**config.mk**
```make
export PLATFORM = sky130hd
export DESIGN_NAME = cpu_sequencer
export DESIGN_NICKNAME = d
export VERILOG_FILES = /design/src/rtl/cpu_pkg.sv /design/src/rtl/mem_wait_timer.sv /design/src/rtl/cpu_sequencer.sv
export SDC_FILE = /design/constraint.sdc
export NUM_CORES = 1
export LEC_CHECK = 0
export ABC_AREA = 1
export ABC_CLOCK_PERIOD_IN_PS = 1800
export BUFFER_PORTS_ARGS = -buffer_cell sky130_fd_sc_hd__buf_2
export CORE_MARGIN = 8
export CORE_UTILIZATION = 43
export DETAILED_ROUTE_END_ITERATION = 12
export PLACE_DENSITY = 0.75
export REMOVE_ABC_BUFFERS = 1
export SYNTH_ARGS = -nofsm -noshare
export SYNTH_HDL_FRONTEND = slang
export SYNTH_SLANG_ARGS = --single-unit
```
**constraint.sdc**
```tcl
create_clock -name clk -period 1.8 [get_ports clk]
set_clock_uncertainty 0.15 [all_clocks]
set_input_delay 0.36 -clock clk [delete_from_list [all_inputs] [get_ports clk]]
set_output_delay 0.36 -clock clk [all_outputs]
set_load 0.02 [all_outputs]
```
**src/rtl/cpu_pkg.sv**
```systemverilog
// Shared constants for the 16-bit RISC core: opcodes, pc_op encoding,
// sequencer state codes, ccr bit positions and instruction classification.
package cpu_pkg;

  localparam logic [3:0] OP_SYS = 4'h0;
  localparam logic [3:0] OP_JMP = 4'h8;
  localparam logic [3:0] OP_JZE = 4'h9;
  localparam logic [3:0] OP_JNE = 4'hA;
  localparam logic [3:0] OP_JCY = 4'hB;
  localparam logic [3:0] OP_MER = 4'hC;
  localparam logic [3:0] OP_MEW = 4'hD;
  localparam logic [3:0] OP_BSR = 4'hE;

  localparam logic [3:0] SUB_RET = 4'hD;
  localparam logic [3:0] SUB_HLT = 4'hF;

  localparam int CCR_N = 3;
  localparam int CCR_Z = 2;
  localparam int CCR_C = 0;

  typedef enum logic [2:0] {
    PC_HOLD = 3'd0,
    PC_INC  = 3'd1,
    PC_JUMP = 3'd2,
    PC_CALL = 3'd3,
    PC_RET  = 3'd4
  } pc_op_t;

  typedef enum logic [2:0] {
    ST_FETCH  = 3'd0,
    ST_DECODE = 3'd1,
    ST_EXEC   = 3'd2,
    ST_COND   = 3'd3,
    ST_MEM    = 3'd4,
    ST_HALT   = 3'd5,
    ST_FAULT  = 3'd6
  } state_t;

  typedef enum logic [3:0] {
    CL_ALU, CL_JMP, CL_JZE, CL_JNE, CL_JCY,
    CL_MER, CL_MEW, CL_BSR, CL_RET, CL_HLT
  } op_class_t;

  function automatic op_class_t classify(input logic [7:0] op);
    op_class_t c;
    c = CL_ALU;
    case (op[7:4])
      OP_SYS: begin
        if (op[3:0] == SUB_RET) c = CL_RET;
        else if (op[3:0] == SUB_HLT) c = CL_HLT;
      end
      OP_JMP: c = CL_JMP;
      OP_JZE: c = CL_JZE;
      OP_JNE: c = CL_JNE;
      OP_JCY: c = CL_JCY;
      OP_MER: c = CL_MER;
      OP_MEW: c = CL_MEW;
      OP_BSR: c = CL_BSR;
      default: c = CL_ALU;
    endcase
    return c;
  endfunction

endpackage

```
**src/rtl/mem_wait_timer.sv**
```systemverilog
// Counts consecutive memory wait cycles; timeout flags the WAIT_MAX-th one.
module mem_wait_timer #(
  parameter int WAIT_MAX = 15
) (
  input  logic clk,
  input  logic rst,
  input  logic clr,
  input  logic en,
  output logic timeout
);

  localparam int CW = $clog2(WAIT_MAX + 1);

  logic [CW-1:0] cnt;

  always_ff @(posedge clk) begin
    if (rst || clr) cnt <= '0;
    else if (en && !timeout) cnt <= cnt + CW'(1);
  end

  // timeout is the terminal count; the FSM qualifies it with !mem_ready
  assign timeout = (cnt == CW'(WAIT_MAX - 1));

endmodule

```
**src/rtl/cpu_sequencer.sv**
```systemverilog
// Fetch/decode/execute sequencer: drives PC, IR, ALU/flags and data memory
// control, tracks subroutine depth and bounds memory waits.
module cpu_sequencer
  import cpu_pkg::*;
#(
  parameter int WAIT_MAX   = 15,
  parameter int CALL_DEPTH = 4
) (
  input  logic        clk,
  input  logic        rst,
  input  logic        run,
  input  logic        mem_ready,
  input  logic [15:0] ir,
  input  logic [3:0]  ccr,
  output logic [2:0]  pc_op,
  output logic        ir_ld,
  output logic        mem_rd,
  output logic        mem_wr,
  output logic        alu_en,
  output logic        ccr_ld,
  output logic        halted,
  output logic        fault,
  output logic [2:0]  state
);

  localparam int DW = $clog2(CALL_DEPTH + 1);

  state_t    cur, nxt;
  op_class_t cls;
  pc_op_t    pc_op_c;
  logic [DW-1:0] depth;
  logic depth_inc, depth_dec, waiting, timeout;
  logic ir_ld_c, mem_rd_c, mem_wr_c, alu_en_c, ccr_ld_c;
  logic unused_bits;

  assign cls = classify(ir[15:8]);
  assign unused_bits = ^{ir[7:0], ccr[1]};

  always_ff @(posedge clk) begin
    if (rst) begin
      cur   <= ST_FETCH;
      depth <= '0;
    end else begin
      cur <= nxt;
      if (depth_inc) depth <= depth + DW'(1);
      else if (depth_dec) depth <= depth - DW'(1);
    end
  end

  always_comb begin
    nxt = cur;
    pc_op_c = PC_HOLD;
    ir_ld_c = 1'b0;
    mem_rd_c = 1'b0;
    mem_wr_c = 1'b0;
    alu_en_c = 1'b0;
    ccr_ld_c = 1'b0;
    depth_inc = 1'b0;
    depth_dec = 1'b0;
    waiting = 1'b0;
    case (cur)
      ST_FETCH: if (run) begin
        mem_rd_c = 1'b1;
        waiting  = 1'b1;
        if (mem_ready) begin
          ir_ld_c = 1'b1;
          nxt = ST_DECODE;
        end else if (timeout) nxt = ST_FAULT;
      end
      ST_DECODE: case (cls)
        CL_JZE, CL_JNE, CL_JCY: nxt = ST_COND;
        CL_MER, CL_MEW:         nxt = ST_MEM;
        CL_HLT:                 nxt = ST_HALT;
        default:                nxt = ST_EXEC;
      endcase
      ST_EXEC: begin
        nxt = ST_FETCH;
        case (cls)
          CL_JMP: pc_op_c = PC_JUMP;
          CL_BSR: if (depth < DW'(CALL_DEPTH)) begin
            pc_op_c = PC_CALL;
            depth_inc = 1'b1;
          end else nxt = ST_FAULT;
          CL_RET: if (depth != '0) begin
            pc_op_c = PC_RET;
            depth_dec = 1'b1;
          end else nxt = ST_FAULT;
          default: begin
            alu_en_c = 1'b1;
            ccr_ld_c = 1'b1;
            pc_op_c  = PC_INC;
          end
        endcase
      end
      ST_COND: begin
        nxt = ST_FETCH;
        case (cls)
          CL_JZE:  pc_op_c = ccr[CCR_Z] ? PC_JUMP : PC_INC;
          CL_JNE:  pc_op_c = ccr[CCR_N] ? PC_JUMP : PC_INC;
          default: pc_op_c = ccr[CCR_C] ? PC_JUMP : PC_INC;
        endcase
      end
      ST_MEM: begin
        mem_rd_c = (cls == CL_MER);
        mem_wr_c = (cls != CL_MER);
        waiting  = 1'b1;
        if (mem_ready) begin
          pc_op_c = PC_INC;
          nxt = ST_FETCH;
        end else if (timeout) nxt = ST_FAULT;
      end
      default: nxt = cur;
    endcase
  end

  mem_wait_timer #(.WAIT_MAX(WAIT_MAX)) u_timer (
    .clk     (clk),
    .rst     (rst),
    .clr     (!waiting || (nxt != cur)),
    .en      (waiting && !mem_ready),
    .timeout (timeout)
  );

  // reset forces every output low combinationally, not just after the edge
  assign pc_op  = rst ? PC_HOLD : pc_op_c;
  assign ir_ld  = ir_ld_c  & ~rst;
  assign mem_rd = mem_rd_c & ~rst;
  assign mem_wr = mem_wr_c & ~rst;
  assign alu_en = alu_en_c & ~rst;
  assign ccr_ld = ccr_ld_c & ~rst;
  assign halted = (cur == ST_HALT)  & ~rst;
  assign fault  = (cur == ST_FAULT) & ~rst;
  assign state  = rst ? ST_FETCH : cur;

endmodule

```
======== Word-level counts from Yosys, hierarchy flattened ========
Index checks and enable logic that the tools add are counted.
operators by class
  add/subtract/negate cells ............... 3
  $lt $le $gt $ge ......................... 1
  equality and inequality tests ........... 27
  mux-type cells .......................... 40
  bitwise operators ....................... 7
  reduce and logical (&&, ||, !) cells .... 14
operators by type and width
  operator               count
  $eq A4 B4 Y1 const B   12
  $mux W3                11
  $pmux W4 S8            1
  $pmux W3 S3            3
  $eq A4 B3 Y1 const B   4
  $pmux W3 S5            1
  $mux W1                14
  $eq A3 B3 Y1 const B   3
  $eq A4 B2 Y1 const B   2
  $mux W2                4
  $mux W4                2
  $and A1 B1 Y1          6
  $eq A3 B2 Y1 const B   2
  $pmux W3 S2            1
  $reduce_or A3 Y1       2
  $add A4 B1 Y4 const B  1
  $eq A4 B1 Y1 const B   1
  $logic_not A4 Y1       1
  $ne A4 B3 Y1 const B   1
  $pmux W1 S2            2
  $pmux W2 S2            1
  $add A3 B1 Y3 const B  1
  $eq A3 B1 Y1 const B   1
  $logic_not A1 Y1       3
  10 further kinds       12
storage, ports and cells
  bits in registers ....................... 10
  input port bits ......................... 24
  logic and storage cells ................. 95

======== Longest topological paths before layout ========
  depth in word-level cells ............... 11
  mapped depth ............................ 10
  gate-level depth less buffers ........... 10

======== By module ========
A second synthesis with hierarchy kept.
unflattened totals
  cell total of the unflattened synthesis .. 156
  area total of the unflattened synthesis .. 987.2 um^2
modules (own cells, without submodules)
  module          instances  cells an instance  area each (um^2)
  cpu_sequencer   1          125                750.7
  mem_wait_timer  1          31                 236.5

======== Least setup slack after synthesis ========
OpenSTA, ideal clock, no wires.
  path kind ............................... register to output
  start ................................... register cur[1]
  end ..................................... output port ccr_ld
  data arrival time ....................... 1461 ps
  required time ........................... 1290 ps
  slack ................................... -171 ps
  stages on the path, launching flop included .. 8
  path buffers ............................ 1
  path through ............................ dfxtp_1 -> inv_2 -> nor3_4 -> nand2_1 -> nor2_1 -> inv_1 -> nor2_1 -> buf_4
on the way
  longest elaborated chain between the ends .. 3
RTL lines
  item                    line                 text
  start, declared         cpu_sequencer.sv:28  state_t cur, nxt;
  start signal, assigned  cpu_sequencer.sv:44  cur <= nxt;
  $eq A3 B2 Y1            -
  $mux W1                 -
  $and A1 B1 Y1           -
  end, declared           cpu_sequencer.sv:20  output logic ccr_ld,
Every way passes these cells.

======== Worst setup path after layout ========
  start ................................... register cur[1]
  end ..................................... output port pc_op[2]
on the way
  longest elaborated chain between the ends .. 3
  elaborated cells on any way between the ends .. 5
  classes of those cells .................. eq/ne: 3; mux: 2
RTL lines
  item                                                 line                  text
  $eq A3 B3 Y1 / $eq A3 B2 Y1 (equally long branches)  cpu_sequencer.sv:61   case (cur)
  $pmux W3 S3 *                                        cpu_sequencer.sv:61
  $mux W3 *                                            cpu_sequencer.sv:125  assign pc_op = rst ? PC_HOLD : pc_op_c;
  end, declared                                        cpu_sequencer.sv:15   output logic [2:0] pc_op,
Mark *: on every way between the ends. The rest lies on a longest branch, timed or not.

==> flow_metrics.env <==
export IMPL_hpwlAfterDp_um=1950
export IMPL_p_leak_nw=0.670
export IMPL_synth_compound_area_share_pct=11.6
export IMPL_h_tree_depth=1
export IMPL_place_area_sq_um=1150
export IMPL_synthCells=146
export IMPL_period_needed_ps=2100
export IMPL_timing_fmax_ghz=0.477
export IMPL_status="finished with violations"
export IMPL_cts_tree="yes"
export IMPL_dieArea_sq_um=3820
export IMPL_pwr_share_comb_pct=27.2
export IMPL_synthAdderAreaFrac_pct=4.99
export IMPL_switching_share_pct=32.7
export IMPL_netlist_area_sq_um=903
export IMPL_drive_gt1_share_pct=43.1
export IMPL_violations="setup timing"
export IMPL_drt_pass1_iter_count=4
export IMPL_finalNonFillerCells=222
export IMPL_grt_pass1_wl_um=4200
export IMPL_synthMuxAreaShare_pct=0
export IMPL_min_path_type="in -> reg"
export IMPL_worstPathRequired_ps=1290
export IMPL_ys_ff_latch=10
export IMPL_setup_worst_path_class="reg -> out"
export IMPL_worstSetupStartpointType="flip-flop"
export IMPL_root_buffer="clkbuf_4"
export IMPL_powerDensity_nw_per_um2=403
export IMPL_vias=1111
export IMPL_finalSetupTns_ps=-1820
export IMPL_ys_seq_area_share_pct=22.2
export IMPL_cts_made_buffers=3
export IMPL_vias_per_cell=5.00
export IMPL_drt_iter0_markers=51
export IMPL_placed_cells=210
export IMPL_power_switching_mw=0.176
export IMPL_fin_area_sq_um=1340
export IMPL_layout_nets=224
export IMPL_slew_headroom_pct=77.5
export IMPL_hold_viol=0
export IMPL_rsz0062_at_grt="true"
export IMPL_final_util_pct=67.6
export IMPL_initial_core_util_pct=45.6
export IMPL_vdd_drop_max_mv=0.442
export IMPL_num_fill_cells=171
export IMPL_synth_xor_area_share_pct=0.970
export IMPL_worst_slack_ps=-295
export IMPL_grt_max_degree=16
export IMPL_drc=0
export IMPL_postRouteAntennaNets=0
export IMPL_synthSimpleGateAreaFrac_pct=48.6
export IMPL_cts_clk_slew_worst_paths_ps=70
export IMPL_totalWireLength_um=2740
export IMPL_grt_util_all_layers_pct=14.5
export IMPL_area_growth_pct=48.2
export IMPL_cts_buffer_depth=2
export IMPL_power_frac_clock_pct=30.5
export IMPL_drv_cap=0
export IMPL_seq_power_share_pct=42.3
export IMPL_worstPathMaxFanout=4
export IMPL_p_int_mw=0.363
export IMPL_overflow=0
export IMPL_seqCellArea_sq_um=211
export IMPL_multiInputGateArea_sq_um=643
export IMPL_rows=16
export IMPL_grt_antenna_before_repair=0
export IMPL_numPortBuffers=27
export IMPL_gp_congestion=0.809
export IMPL_clk_insertion_delay_late_ps=280
export IMPL_slew_viol_final=0
export IMPL_die_w_um=61.8
export IMPL_diodes=0
export IMPL_syn_avg_cell_area_sq_um=6.19
export IMPL_yosysWarnings=0
export IMPL_synth_top_family_by_area="simple AND/OR/NAND/NOR gates"
export IMPL_io_pins=37
export IMPL_worst_pin_slew_ps=336
export IMPL_synthDistinctLibCells=30
export IMPL_critPathCaptureType="primary output"
export IMPL_setup_viol=12
export IMPL_cts_sinks=10
export IMPL_chipHeight_um=61.8
export IMPL_finalCritPeriodShare_pct=116
export IMPL_grt_pass1_vias=1022
export IMPL_arrival_ps=1590
export IMPL_core_area_sq_um=1980
export IMPL_avgRoutedWirePerCell_um=12.3
path summary, 6_finish.rpt:
kind	start	endpoint	slack [ps]	depth (start not counted)
max	cur[1]	pc_op[2]	-300	7
max reg2reg	cur[1]	depth[1]	-70	7
min reg2reg	u_timer.cnt[0]	u_timer.cnt[0]	400	3
min	mem_ready	cur[0]	270	3
through the flow:
stage          power [mW]  hold slack [ps]  worst slack, ps
3_5_place_dp        0.355              383             -149
3_3_place_gp        0.350              373            -94.2
4_1_cts             0.515              265             -213
2_1_floorplan       0.299              282             -164
5_1_grt             0.572              280             -348
6_report            0.539              272             -295
synthesized netlist by cell type:
library cell	count	area [sq um]
fa_1	1	20.0
nand3_1	13	65.1
ha_1	2	25.0
o21bai_1	1	7.51
nand3_2	1	10.0
o21ai_1	4	20.0
o21ai_0	4	20.0
o31ai_1	1	7.51
nor2_1	32	120
a31oi_1	1	6.26
inv_1	19	71.3
inv_2	6	22.5
a21oi_1	1	5.00
dfxtp_1	10	200
a311oi_1	1	8.76
nand4_4	1	21.3
o21ai_2	1	8.76
nor2_2	3	18.8
clkbuf_1	1	3.75
xor2_1	1	8.76
a211oi_2	1	12.5
nor4_1	1	6.26
nor3b_2	1	12.5
nand2_4	1	11.3
nor3_1	3	15.0
nand2_1	27	101
nor3_4	2	32.5
buf_4	1	7.51
nand4_1	4	25.0
a21oi_2	1	8.76
per-layer routing:
layer	track usage (%)	up-vias	part of all wire, %
met4	6.49	0	1.6
met2	25.4	35	52
li1	-	569	-
met1	15.9	502	40
met5	0	-	0
met3	3.91	5	6.7
area by class of cell:
cell class | count | share of cell area [%]
Sequential cell | 10 | 15.8
Timing Repair Buffer | 48 | 24.6
Clock buffer | 3 | 1.68
Inverter | 25 | 7.38
Tap cell | 27 | 2.52
Multi-Input combinational cell | 109 | 48.0
placed cells by master, fill, tap and decap left out:
cell	instances
a211oi_2	1
a21oi_1	1
a21oi_2	1
a311oi_1	1
a31oi_1	1
buf_2	20
buf_4	23
buf_6	5
clkbuf_4	3
dfxtp_1	7
dfxtp_4	3
fa_2	1
ha_1	2
inv_1	16
inv_2	7
inv_4	2
nand2_1	25
nand2_2	2
nand2_4	1
nand3_1	11
nand3_2	2
nand3_4	1
nand4_1	4
nand4_4	1
nor2_1	28
nor2_2	5
nor2_4	2
nor3_1	3
nor3_4	2
nor3b_2	1
nor4_1	1
o21ai_0	4
o21ai_1	4
o21ai_2	1
o21bai_1	1
o31ai_1	1
xor2_1	1
critical path: stages (launching register included):
cell and delay [ps]:
dfxtp_4 370, inv_4 40, nor3_4 300, buf_4 170
buf_6 90, nand3_4 70, nor2_2 130, buf_6 140
cell families after synthesis:
group | Yosys count
and+or+nand+nor | 89
buffers and inverters | 27
AOI/OAI and AO/OA | 16
DFF | 10
adders and majority gates | 3
xor gates and xnor gates | 1
what timing repair did:
| item | in CTS | in global routing |
|---|---|---|
| resized for setup | 16 | 19 |
| hold buffers | 0 | 0 |
| setup endpoints to repair | 11 | 13 |
| pin swaps | 5 | 7 |
| cloned | 0 | 0 |
| buffers inserted | 4 | 5 |
flip-flops by register name, summed over array words and instances (netlist names):
signal and flops:
depth 3, u_timer.cnt 4, cur 3
power by group through the flow:
| stage | sequential, mW | combinational, mW | clock [mW] |
|---|---|---|---|
| floorplan | 0.235 | 0.0632 | 0 |
| detailed placement | 0.236 | 0.119 | 0 |
| CTS | 0.227 | 0.127 | 0.161 |
| global route | 0.229 | 0.161 | 0.183 |
| global placement | 0.236 | 0.115 | 0 |
| finish | 0.228 | 0.147 | 0.164 |
Power figures use the tool's default switching activity.
